<file path="config.mk">
export PLATFORM = sky130hd
export DESIGN_NAME = ifu_fetch
export DESIGN_NICKNAME = d
export VERILOG_FILES = /design/src/rtl/ifu_fetch_pkg.sv /design/src/rtl/ifu_pc_reg.sv /design/src/rtl/ifu_fetch.sv
export SDC_FILE = /design/constraint.sdc
export NUM_CORES = 1
export LEC_CHECK = 0
export ABC_AREA = 1
export ABC_CLOCK_PERIOD_IN_PS = 3100
export BUFFER_PORTS_ARGS = -buffer_cell sky130_fd_sc_hd__buf_2
export CAP_MARGIN = 20
export CELL_PAD_IN_SITES_DETAIL_PLACEMENT = 0
export CELL_PAD_IN_SITES_GLOBAL_PLACEMENT = 1
export CORE_MARGIN = 8
export CORE_UTILIZATION = 34
export DETAILED_ROUTE_END_ITERATION = 10
export GPL_TIMING_DRIVEN = 0
export PLACE_DENSITY_LB_ADDON = 0.1
export SLEW_MARGIN = 5
export SYNTH_ARGS = -nofsm -noshare
export SYNTH_HDL_FRONTEND = slang
export SYNTH_SLANG_ARGS = --single-unit
</file>
<file path="constraint.sdc">
create_clock -name clk -period 3.1 [get_ports clk]
set_input_delay 0.62 -clock clk [delete_from_list [all_inputs] [get_ports clk]]
set_output_delay 0.62 -clock clk [all_outputs]
set_load 0.1 [all_outputs]
</file>
<file path="src/rtl/ifu_fetch_pkg.sv">
// Shared definitions for the instruction-fetch stage: ISA width, reset PC,
// fetch FSM state encoding and a small alignment helper.
package ifu_fetch_pkg;

  localparam int ISA_WIDTH         = 32;
  localparam int FETCH_STATE_WIDTH = 2;

  localparam logic [ISA_WIDTH-1:0] RESET_PC_DEFAULT = 32'h8000_0000;

  typedef enum logic [FETCH_STATE_WIDTH-1:0] {
    FETCH_S_REQ   = 2'd0,
    FETCH_S_WAIT  = 2'd1,
    FETCH_S_VALID = 2'd2,
    FETCH_S_HALT  = 2'd3
  } fetch_state_e;

  // Instruction addresses must be word aligned.
  function automatic logic pc_aligned(input logic [ISA_WIDTH-1:0] pc);
    return (pc[1:0] == 2'b00);
  endfunction

endpackage

</file>
<file path="src/rtl/ifu_pc_reg.sv">
// Architectural PC register: loads RESET_PC on reset, takes a new value
// only when written. Shared with the difftest probe.
module ifu_pc_reg
  import ifu_fetch_pkg::*;
#(
  parameter logic [ISA_WIDTH-1:0] RESET_PC = RESET_PC_DEFAULT
) (
  input  logic                 clk,
  input  logic                 rst,
  input  logic                 w_en,
  input  logic [ISA_WIDTH-1:0] d,
  output logic [ISA_WIDTH-1:0] q
);

  // PC holds its value except on an explicit write.
  always_ff @(posedge clk or posedge rst) begin
    if (rst) begin
      q <= RESET_PC;
    end else if (w_en) begin
      q <= d;
    end
  end

endmodule

</file>
<file path="src/rtl/ifu_fetch.sv">
// Instruction-fetch stage: requests one word per PC from imem, holds it for
// the consumer, and commits the next PC from exu_pc when the word retires.
// Halts (sticky until reset) on a non-committing retire, a misaligned target
// or an imem response timeout.
module ifu_fetch
  import ifu_fetch_pkg::*;
#(
  parameter logic [ISA_WIDTH-1:0] RESET_PC  = RESET_PC_DEFAULT,
  parameter int                   TIMEOUT_W = 8
) (
  input  logic                 clk,
  input  logic                 rst,
  output logic [ISA_WIDTH-1:0] pc_out,
  input  logic [ISA_WIDTH-1:0] pc_in,
  input  logic                 pc_w_en,
  output logic                 imem_req_valid,
  input  logic                 imem_req_ready,
  output logic [ISA_WIDTH-1:0] imem_req_addr,
  input  logic                 imem_rsp_valid,
  input  logic [31:0]          imem_rsp_data,
  output logic [31:0]          inst,
  output logic                 inst_valid,
  input  logic                 inst_ready,
  output logic                 halted,
  output logic                 err_misalign,
  output logic                 err_timeout
);

  // The counter value seen in the last permitted wait cycle; the response
  // is still accepted in that cycle, otherwise the fetch times out.
  localparam logic [TIMEOUT_W-1:0] WAIT_LAST = TIMEOUT_W'((2 ** TIMEOUT_W) - 2);

  fetch_state_e         state;
  fetch_state_e         state_nxt;
  logic [TIMEOUT_W-1:0] wait_cnt;

  logic in_wait;
  logic rsp_take;
  logic timeout_hit;
  logic handshake;
  logic commit;

  assign in_wait     = (state == FETCH_S_WAIT);
  assign rsp_take    = in_wait & imem_rsp_valid;
  assign timeout_hit = in_wait & ~imem_rsp_valid & (wait_cnt == WAIT_LAST);
  assign handshake   = (state == FETCH_S_VALID) & inst_ready;
  assign commit      = handshake & pc_w_en;

  ifu_pc_reg #(
    .RESET_PC (RESET_PC)
  ) u_pc_reg (
    .clk  (clk),
    .rst  (rst),
    .w_en (commit),
    .d    (pc_in),
    .q    (pc_out)
  );

  // FSM state register.
  always_ff @(posedge clk or posedge rst) begin
    if (rst) begin
      state <= FETCH_S_REQ;
    end else begin
      state <= state_nxt;
    end
  end

  // Next-state decode; a response in the limit cycle takes priority.
  always_comb begin
    state_nxt = state;
    unique case (state)
      FETCH_S_REQ: begin
        if (imem_req_ready) state_nxt = FETCH_S_WAIT;
      end
      FETCH_S_WAIT: begin
        if (imem_rsp_valid)              state_nxt = FETCH_S_VALID;
        else if (wait_cnt == WAIT_LAST)  state_nxt = FETCH_S_HALT;
      end
      FETCH_S_VALID: begin
        if (inst_ready) begin
          if (pc_w_en && pc_aligned(pc_in)) state_nxt = FETCH_S_REQ;
          else                              state_nxt = FETCH_S_HALT;
        end
      end
      FETCH_S_HALT: state_nxt = FETCH_S_HALT;
      default:      state_nxt = FETCH_S_HALT;
    endcase
  end

  // Response-wait counter: runs only while waiting, cleared otherwise.
  always_ff @(posedge clk or posedge rst) begin
    if (rst) begin
      wait_cnt <= '0;
    end else if (in_wait && !imem_rsp_valid) begin
      wait_cnt <= wait_cnt + 1'b1;
    end else begin
      wait_cnt <= '0;
    end
  end

  // Instruction holding register: loads only on an accepted response.
  always_ff @(posedge clk or posedge rst) begin
    if (rst) begin
      inst <= '0;
    end else if (rsp_take) begin
      inst <= imem_rsp_data;
    end
  end

  // Sticky halt causes, cleared only by reset.
  always_ff @(posedge clk or posedge rst) begin
    if (rst) begin
      err_misalign <= 1'b0;
      err_timeout  <= 1'b0;
    end else begin
      if (commit && !pc_aligned(pc_in)) err_misalign <= 1'b1;
      if (timeout_hit)                  err_timeout  <= 1'b1;
    end
  end

  assign imem_req_valid = (state == FETCH_S_REQ);
  assign imem_req_addr  = pc_out;
  assign inst_valid     = (state == FETCH_S_VALID);
  assign halted         = (state == FETCH_S_HALT);

endmodule
</file>
==> results of run 1 <==
==> path summary, 6_finish.rpt <==
kind / startpoint / to / slack, ns / depth (start not counted)
setup reg to reg: state[1] / inst[15] / 1.78 / 4
hold reg to reg: err_timeout / err_timeout / 0.47 / 1
setup / recovery: state[1] / inst_valid / 1.0 / 3
max in group asynchronous: rst / u_pc_reg.q[31] / 2.16 / 3
hold / removal: rst / inst[13] / 0.30 / 2
min in group clk: pc_in[5] / u_pc_reg.q[5] / 0.47 / 3
==> flip-flops by register name (all words and copies together), names as in the netlist <==
register,count
err_timeout,1
u_pc_reg.q,32
inst,32
wait_cnt,8
err_misalign,1
state,2
==> critical path: stages (launching register included) <==
cell and delay, ns:
dfrtp_1 0.45, inv_2 0.10, nor2_4 0.13, buf_2 0.45
==> cell usage after synthesis, types with 2 or more instances <==
library cell	number	area, um2
dfrtp_1	75	1877
o21bai_1	4	30.03
nand2_1	110	412.9
inv_1	10	37.54
o21ai_0	4	20.02
nand3_1	3	15.01
a21oi_1	2	10.01
buf_2	3	15.01
nor2_1	14	52.55
mux2_4	29	435.4
buf_6	6	67.56
mux2_2	3	33.78
buf_4	32	240.2
ha_1	2	25.02
nand3_4	2	35.03
inv_2	2	7.510
==> per-layer routing <==
layer	vias to the layer above	GRT usage	wire length, um
li1	1298	-	-
met1	1208	0.1606	3824
met2	98	0.2050	4085
met3	9	0.05003	879
met4	0	0.04927	125
met5	-	0	0
==> stage by stage <==
stage	area, um2	cells	hold WS, ns	setup TNS (ns)
2_1_floorplan	3390	307	0.4537	0
3_3_place_gp	4407	610	0.4559	-38.57
3_5_place_dp	4429	611	0.4601	0
4_1_cts	4621	627	0.3056	0
5_1_grt	4621	627	0.3284	0
6_report	4621	627	0.2954	0
==> area by class of cell <==
class / count / area (um2)
Buffer: 41 / 322.8
Clock buffer: 10 / 127.6
Clock inverter: 6 / 63.81
Fill cell: 961 / 5109
Inverter: 12 / 47.55
Multi-Input combinational cell: 178 / 1119
Sequential cell: 76 / 1903
Tap cell: 133 / 166.4
Timing Repair Buffer: 171 / 870.8
==> cells by family (layout without fill, tap and decap cells) <==
| logic type | count (synthesis) | after routing | synth area share |
|---|---|---|---|
| AO/OA/AOI/OAI | 11 | 11 | 0.01957 |
| flip-flops | 76 | 76 | 0.5615 |
| adder cells (fa/ha/maj) | 2 | 2 | 0.007382 |
| AND/OR/NAND/NOR | 132 | 132 | 0.1621 |
| multiplexers | 32 | 32 | 0.1384 |
| buffers and inverters | 53 | 240 | 0.1085 |
| XOR/XNOR | 1 | 1 | 0.002584 |
==> results.md, run 1 <==
- The flow ran to the end, and the final reports show no timing, DRC or antenna violations.
- In this run the worst path has a maximum fanout of 4.
- The total setup buffers inserted after CTS is 0.
- Counting flops with a built-in enable in the synthesized netlist gives 0.
- In the synthesized netlist, the number of instances is 307.
- Buffers inserted to repair hold after CTS numbered 0.
- The cell area that synthesis handed to floorplanning was 3390 um2.
- The number of max-capacitance violations reported is 0.
- The final-stage net count is 561.
- The number of antenna violations at the first check in global routing is 0.
- Detailed placement finished with a half-perimeter wire length of 6988 um.
- Setup violations remaining at the end of the flow were counted as 0.
- Pin placement for this block handled 171 I/O pins.
- The repair_antennas step left the layout with diodes totalling 0.
- The CTS root buffer is clkbuf_8.
- The post-synthesis average cell area is 11.04 um2.
- The area growth from synthesis to layout is 36.32%.
- Headroom to the max-slew limit came out at 0.6622.
- The synthesized net count is 379.
- The CTS buffer count is 9.
- The clock reaches the later pin of the worst-skew pair after 0.34 ns.
- For this run, design rule violations remaining after detail routing come to 0.
- The period utilization is 0.6784.
- The horizontal die dimension is 115.8 um.
- The global placement routability congestion is 0.7364.
- STA classifies the critical path startpoint as a register.
- Synthesis inferred 76 register bits.
- Measured along the y axis, the die boundary spans 115.8 um.
- The first global-routing pass estimated 13640 um of wire.
- The number of sinks on the clock net is 76.
- Setup repair after global routing left no endpoint under its margin.
- The worst clock skew is 0.009820 ns.
- The fraction of final layout cells sized beyond drive strength 1 is 0.5425.
- The die outline area is 13420 um2.
- The floorplan has 36 rows.
- The number of global-route vias before repair is 2615.
- For the pin with the worst max-slew slack, the measured transition is 0.5103 ns.
- The top cell types in the final layout, fill and taps aside, are buf_2 (173), nand2_1 (110), dfrtp_1 (75).
- In the final routed layout, each cell accounts on average for 14.22 um.
- The initial utilization of the core area, before any placement, comes to 0.3484.
- In this run, the number of DRC markers left after iteration 0 of detailed routing was 97.
- The overall overflow remaining after global route is 0.
- The library cell used most frequently in the layout, excluding fill and tap cells, is buf_2.
- The proportion of register bits with asynchronous set or reset after synthesis is 1.000.
- In the synthesized netlist the dominant register cell turns out to be dfrtp_1.
- The clock-pin transition on the worst setup and hold timing paths is 0.09 ns.
- The worst setup timing slack at the placement stage is 1.355 ns.
- The number of slew-limit violations in the final report is 0.
- Based on the critical path, the design can be clocked at up to 475.5 MHz.
- The core outline area is 9729 um2.
- The data required time of the critical path is 2.48 ns.
- Data arrives at the worst endpoint at 1.48 ns.
- The number of warnings printed during yosys synthesis is 0.
- The count of nets left with antenna violations after detail routing is 0.
- The shortest clock period the worst path allows after layout is 2.103 ns.
- The final hold violation count came to 0.
- Entering global routing, the biggest net connects 40 pins.
- Wires add up to 8915 um.
- The path class of the tightest hold or removal check is input port to asynchronous set/reset pin.
- The average via count per standard cell is 4.167.
- The number of detailed-route iterations in the first pass is 4.
- The number of gates resized after cts is 0.
- For this run, the register share of the synthesized area comes to 0.5615.
- The final standard cell utilization of the core is 0.4749.
- The start-to-end type of the worst setup path is register to output pin.
- Setup slack on the critical path of the routed design comes to 0.9969 ns.
- The count of buffers from port buffering is 170.
- The number of vias in the routed layout is 2613.
- TritonCTS built the clock tree.
- The worst setup path is captured at an output pin.
- No sink is reached through more buffers than the 2 on the longest clock path.
- The total track usage is 0.1312.
- The CTS H-tree depth is 3.
- The netlist uses 22 different library cells.
Power of run 1 is not shown: default switching activity piles up to over one toggle a cycle in this logic, so the estimate is an artifact.
==> run 2, diff against run 1 <==
ABC_CLOCK_PERIOD_IN_PS = 2000   (was 3100)
clock period = 2 ns   (was 3.1 ns; I/O delays follow)
==> results.md, run 2 (synthesized netlist as in run 1, its figures left out) <==
- The number of detailed-route iterations in the first pass is 4.
- The fraction of final layout cells sized beyond drive strength 1 is 0.5466.
- The worst setup path is launched from a register.
- The class of the tightest hold or removal check is input port to asynchronous set/reset pin.
- 0 antenna diodes ended up in the layout.
- In the routed design, unresolved DRC markers number 0.
- The clock reaches the later pin of the worst-skew pair after 0.34 ns.
- The kind of end point of the critical path is an output pin.
- Across the routed clock network, the largest skew measured is 0.007807 ns.
- The count of nets left with antenna violations once routing finished came out at 0.
- The largest registers in the layout are inst: 32 flops, u_pc_reg.q: 32 flops, wait_cnt: 8 flops.
- The number of slew-limit violations in the final report is 0.
- After clock tree synthesis, the repair step resized 0 gates.
- The critical path goes through inv_2 > nor2_4 > buf_2.
- The horizontal die dimension is 115.8 um.
- The total setup buffers inserted after CTS is 0.
- The die outline area is 13420 um2.
- The top cell types in the final layout, fill and taps aside, are buf_2 (173), nand2_1 (110), dfrtp_1 (75).
- The most common cell after layout, fill and taps aside is buf_2.
- The number of max-capacitance violations reported is 0.
- The first global-routing pass estimated 14100 um of wire.
- The CTS root buffer is clkbuf_8.
- Setup repair after global routing left no endpoint under its margin.
- For the final routed database, the setup TNS stands at 0 ns.
- The TritonCTS clock tree is yes.
- In the finished design, the share of the clock period the worst path needs comes to 0.9448.
- The reg-to-reg critical path startpoint is state[1].
- After the first detailed-routing iteration, the DRC count stood at 122.
- The final hold violation count is 0.
- Entering global routing, the biggest net connects 34 pins.
- The first element of the critical path is state[1].
- The clock passes through at most 2 buffers.
- The area growth from synthesis to layout is 37.10%.
- The number of global-route vias before repair is 2705.
- The clock tree synthesis step divided the H-tree into 3 levels.
- The number of clock buffers added by TritonCTS is 9.
- The maximum achievable frequency is 529.2 MHz.
- The final standard cell utilization of the core is 0.4776.
- The overall die height is 115.8 um.
- The final HPWL from detailed placement is 7187 um.
- In this run, post-CTS hold repair placed 0 buffers.
- The starting density of the core is 0.3484.
- For this run, the total global-route usage over all layers was measured as 0.1348.
- The number of top-level pins is 171.
- The core outline area is 9729 um2.
- The clock-pin transition on the worst setup and hold timing paths is 0.08 ns.
- The maximum fanout along the worst path is 4.
- The critical path is of the register to output pin type.
- The tree built by TritonCTS fans out to 76 sinks.
- The worst max-slew margin expressed relative to the limit is 0.4862.
- Routability-driven placement finished with a final weighted congestion of 0.7407.
- The shortest clock period the worst path allows after layout is 1.890 ns.
- For this block, the via count after detailed routing is 2619.
- The average via count per standard cell is 4.177.
- The transition time at the pin with the least slew margin is 0.7691 ns.
- At the worst endpoint, the arrival time is 1.49 ns.
- The master of the slowest instance on the critical path is dfrtp_1.
- The overall overflow remaining after global route is 0.
- The number of cells on the worst reg-to-reg path is 4.
- The site row count is 36.
- The final layout contains routed wiring with a total length of 9033 um.
- Setup violations remaining at the end of the flow were counted as 0.
- The final-stage net count is 562.
- Data on the critical path is required at its endpoint by 1.60 ns.
- The peak per-stage delay on the critical path is 0.46 ns.
- Input and output buffers added on the ports amount to 170.
- The flow ran to the end, and the final reports show no timing, DRC or antenna violations.
- The number of antenna violations at the first check in global routing came to 0.
- The routed length per instance is 14.41 um.
[run 2: final timing paths]
check / endpoint / slack, ns
setup reg to reg: inst[17] / 0.66
max in group asynchronous: wait_cnt[6] / 1.07
setup / recovery: inst_valid / 0.11
hold / removal: inst[15] / 0.19
hold reg to reg: err_misalign / 0.48
min in group clk: u_pc_reg.q[31] / 0.24
[run 2: critical path, delay by kind of cell (launching register included)]
| kind | cells | cell delay, ns |
|---|---|---|
| simple gates | 1 | 0.13 |
| flops | 1 | 0.46 |
| buf+inv | 2 | 0.55 |
[run 2: per-stage QoR]
stage	cells	setup WS, ns	hold WS [ns]	instance area, um2
detailed placement	612	0.4692	0.4606	4461
floorplan	307	0.01192	0.4537	3396
global route	627	0.02123	0.2327	4647
CTS	627	0.07554	0.1995	4647
global placement	610	0.1231	0.4571	4413
finish	627	0.1104	0.1878	4647
[run 2: routing by layer]
layer | vias to the layer above | part of all wire | GRT usage
li1 | 1294 | - | -
met1 | 1210 | 0.42 | 0.1658
met2 | 103 | 0.47 | 0.2119
met3 | 12 | 0.10 | 0.04117
met4 | 0 | 0.017 | 0.06223
met5 | - | 0 | 0
[run 2: layout make-up]
cell class              instances  area (um2)
well taps                     133       166.4
clock buffers                  12       165.2
plain buffers                  41       322.8
inverters                      12       48.80
fillers                       974        5082
repair buffers                172       898.4
multi-input cells             178        1121
flip-flops and latches         76        1903
clock inverters                 3       21.27
Power of run 2 is left out for the same reason.
==> run 3, diff against run 2 <==
CORE_ASPECT_RATIO = 1.1   (was not set)
==> results.md, run 3 (synthesized netlist as in run 1, its figures left out) <==
- The type of element launching the critical path is a register.
- The worst clock skew is 0.01297 ns.
- In this run the count of I/O pins placed on the die edge is 171.
- In this run the critical register-to-register path is captured at inst[1].
- The run finished with clean final reports.
- The post-layout instance count excluding filler cells is 616.
- Setup slack on the worst reg-to-reg path comes out at 0.69 ns.
- Row generation in the floorplan step produced 38 rows.
- The routed layout has 2639 vias.
- The antenna diode instance count is 0.
- Of the cells placed in the final design, the portion with a size suffix greater than 1 is 0.5423.
- After detailed routing, the number of remaining DRC violations is 0.
- For the worst setup path, the data required time is 1.60 ns.
- The number of slew-limit violations in the final report is 0.
- The final hold violation count came to 0.
- The number of failing setup endpoints in the final timing report is 0.
- The horizontal die dimension is 111.2 um.
- The slowest stage of the critical path is the dfrtp_1 cell.
- The cell depth of the worst flop-to-flop path is 4.
- The endpoint of the worst hold-timing path is u_pc_reg.q[5].
- The core outline area is 9794 um2.
- The number of global-route vias before repair is 2828.
- The startpoint identified for the worst hold timing path is pc_in[5].
- The transition time at the pin with the least slew margin is 0.5154 ns.
- The maximum fanout along the worst path is 4.
- The final HPWL from detailed placement is 6971 um.
- The count of routing violations after the opening detailed-route iteration is 110.
- The total buffers and inverters traversed by the critical path is 2.
- Summed over all layers, the global routing overflow is 0.
- Walking the worst path, the cells encountered are inv_2 > nor2_4 > buf_2.
- The CTS root buffer is clkbuf_8.
- The pin count of the biggest net entering global routing is 37.
- The wire length of the first global-routing pass is 14620 um.
- The detail route stage leaves a number of antenna-violating nets equal to 0.
- The library cells used most frequently in the layout, excluding fill and tap cells, are buf_2 (173), nand2_1 (110), dfrtp_1 (75).
- The reg-to-reg critical path startpoint is state[1].
- After detailed routing, the average wire length per cell comes to 14.67 um.
- At the end of routability-driven placement, the weighted congestion stood at 0.6947.
- STA puts the critical path data arrival time at 1.48 ns.
- The number of sinks on the clock net is 76.
- The number of max-capacitance violations reported is 0.
- The period utilization is 0.9402.
- The TritonCTS clock tree is yes.
- Broken down by cell family, the worst path's largest delay share belongs to buffers and inverters.
- The total setup buffers inserted after CTS is 0.
- Derived from the worst setup path, the maximum achievable clock frequency is 531.8 MHz.
- The count of buffers from port buffering is 170.
- Counting instances, the worst hold path has a depth of 3.
- The clock-pin transition on the worst setup and hold timing paths is 0.09 ns.
- The class of the tightest hold or removal check is input port to register.
- The clock reaches the later pin of the worst-skew pair after 0.35 ns.
- The final-stage net count is 563.
- In this run, placement finished with an instance count of 599.
- Summed over all failing endpoints, the final setup total negative slack is 0 ns.
- The worst path in the final design needs a cycle of 1.880 ns, including I/O delays and setup.
- The overall die height is 120.7 um.
- Using the TritonRoute via totals, the vias-per-cell ratio works out to 4.284.
- The H-tree was split into 3 levels.
- By startpoint and endpoint, the worst setup path is classified as register to output pin.
- Across every metal layer, demand over resource in global routing totals 0.1350.
- From synthesis to final layout, the design area changed by 36.84%.
- The worst setup path is captured at an output pin.
- Setup repair after global routing left no endpoint under its margin.
- TritonCTS created 9 clock buffers.
- Counting along the longest clock path gives a buffer depth of 2.
- The number of antenna violations at the first check in global routing was 1.
- The most common cell after layout, fill and taps aside is buf_2.
- The die covers 13420 um2.
- After detailed routing, the total wire length is 9035 um.
- The starting density of the core is 0.3461.
- The largest registers in the layout are inst: 32 flops, u_pc_reg.q: 32 flops, wait_cnt: 8 flops.
- Headroom to the max-slew limit came out at 0.6588.
- For this run, the detailed router's first-pass iteration total came to 4.
- For this run, the slowest stage of the critical path takes 0.45 ns.
run 3: routing by layer:
metal  GRT usage  wire length (um)
met5           0                 8
met4     0.04754               120
met3     0.06786               916
met2      0.2131              4189
met1      0.1553              3801
run 3: worst max path at each step:
| stage | start | endpoint | slack (ns) | cells past startpoint |
|---|---|---|---|---|
| after floorplan | state[0] | state[0] | 0.01 | 5 |
| after global placement | rst | wait_cnt[2] | 0.11 | 2 |
| after detailed placement | state[1] | inst_valid | 0.48 | 3 |
| after CTS | state[1] | inst_valid | 0.09 | 3 |
| after global routing | state[1] | inst_valid | 0.04 | 3 |
| final | state[1] | inst_valid | 0.12 | 3 |
run 3: tightest hold or removal path, delay by kind of cell:
family / cells / cell delay (ns)
and+or+nand+nor: 2 / 0.08
buffers and inverters: 1 / 0.08
run 3: timing repair:
action	CTS	global route
hold endpoints to repair	7	0
gates resized for setup	0	0
hold buffers	1	0
run 3: area by class of cell:
cell class                 instances  area [um2]
multi-input combinational        178        1121
buffer                            41       322.8
fill                             945        5156
clock inverter                     5       60.06
clock buffer                      11       131.4
inverter                          12       48.80
tap                              120       150.1
sequential                        76        1903
timing repair buffer             173       900.9
run 3: stage by stage:
stage	hold slack, ns	worst slack [ns]	utilization	area (um2)
after floorplan	0.4537	0.01192	-	3396
after global placement	0.4583	0.1097	0.4489	4397
after detailed placement	0.3643	0.4767	0.4530	4437
after CTS	0.2242	0.09173	0.4736	4638
after global routing	0.2195	0.04294	0.4736	4638
final	0.2390	0.1196	0.4736	4638
Power of run 3 is left out for the same reason.
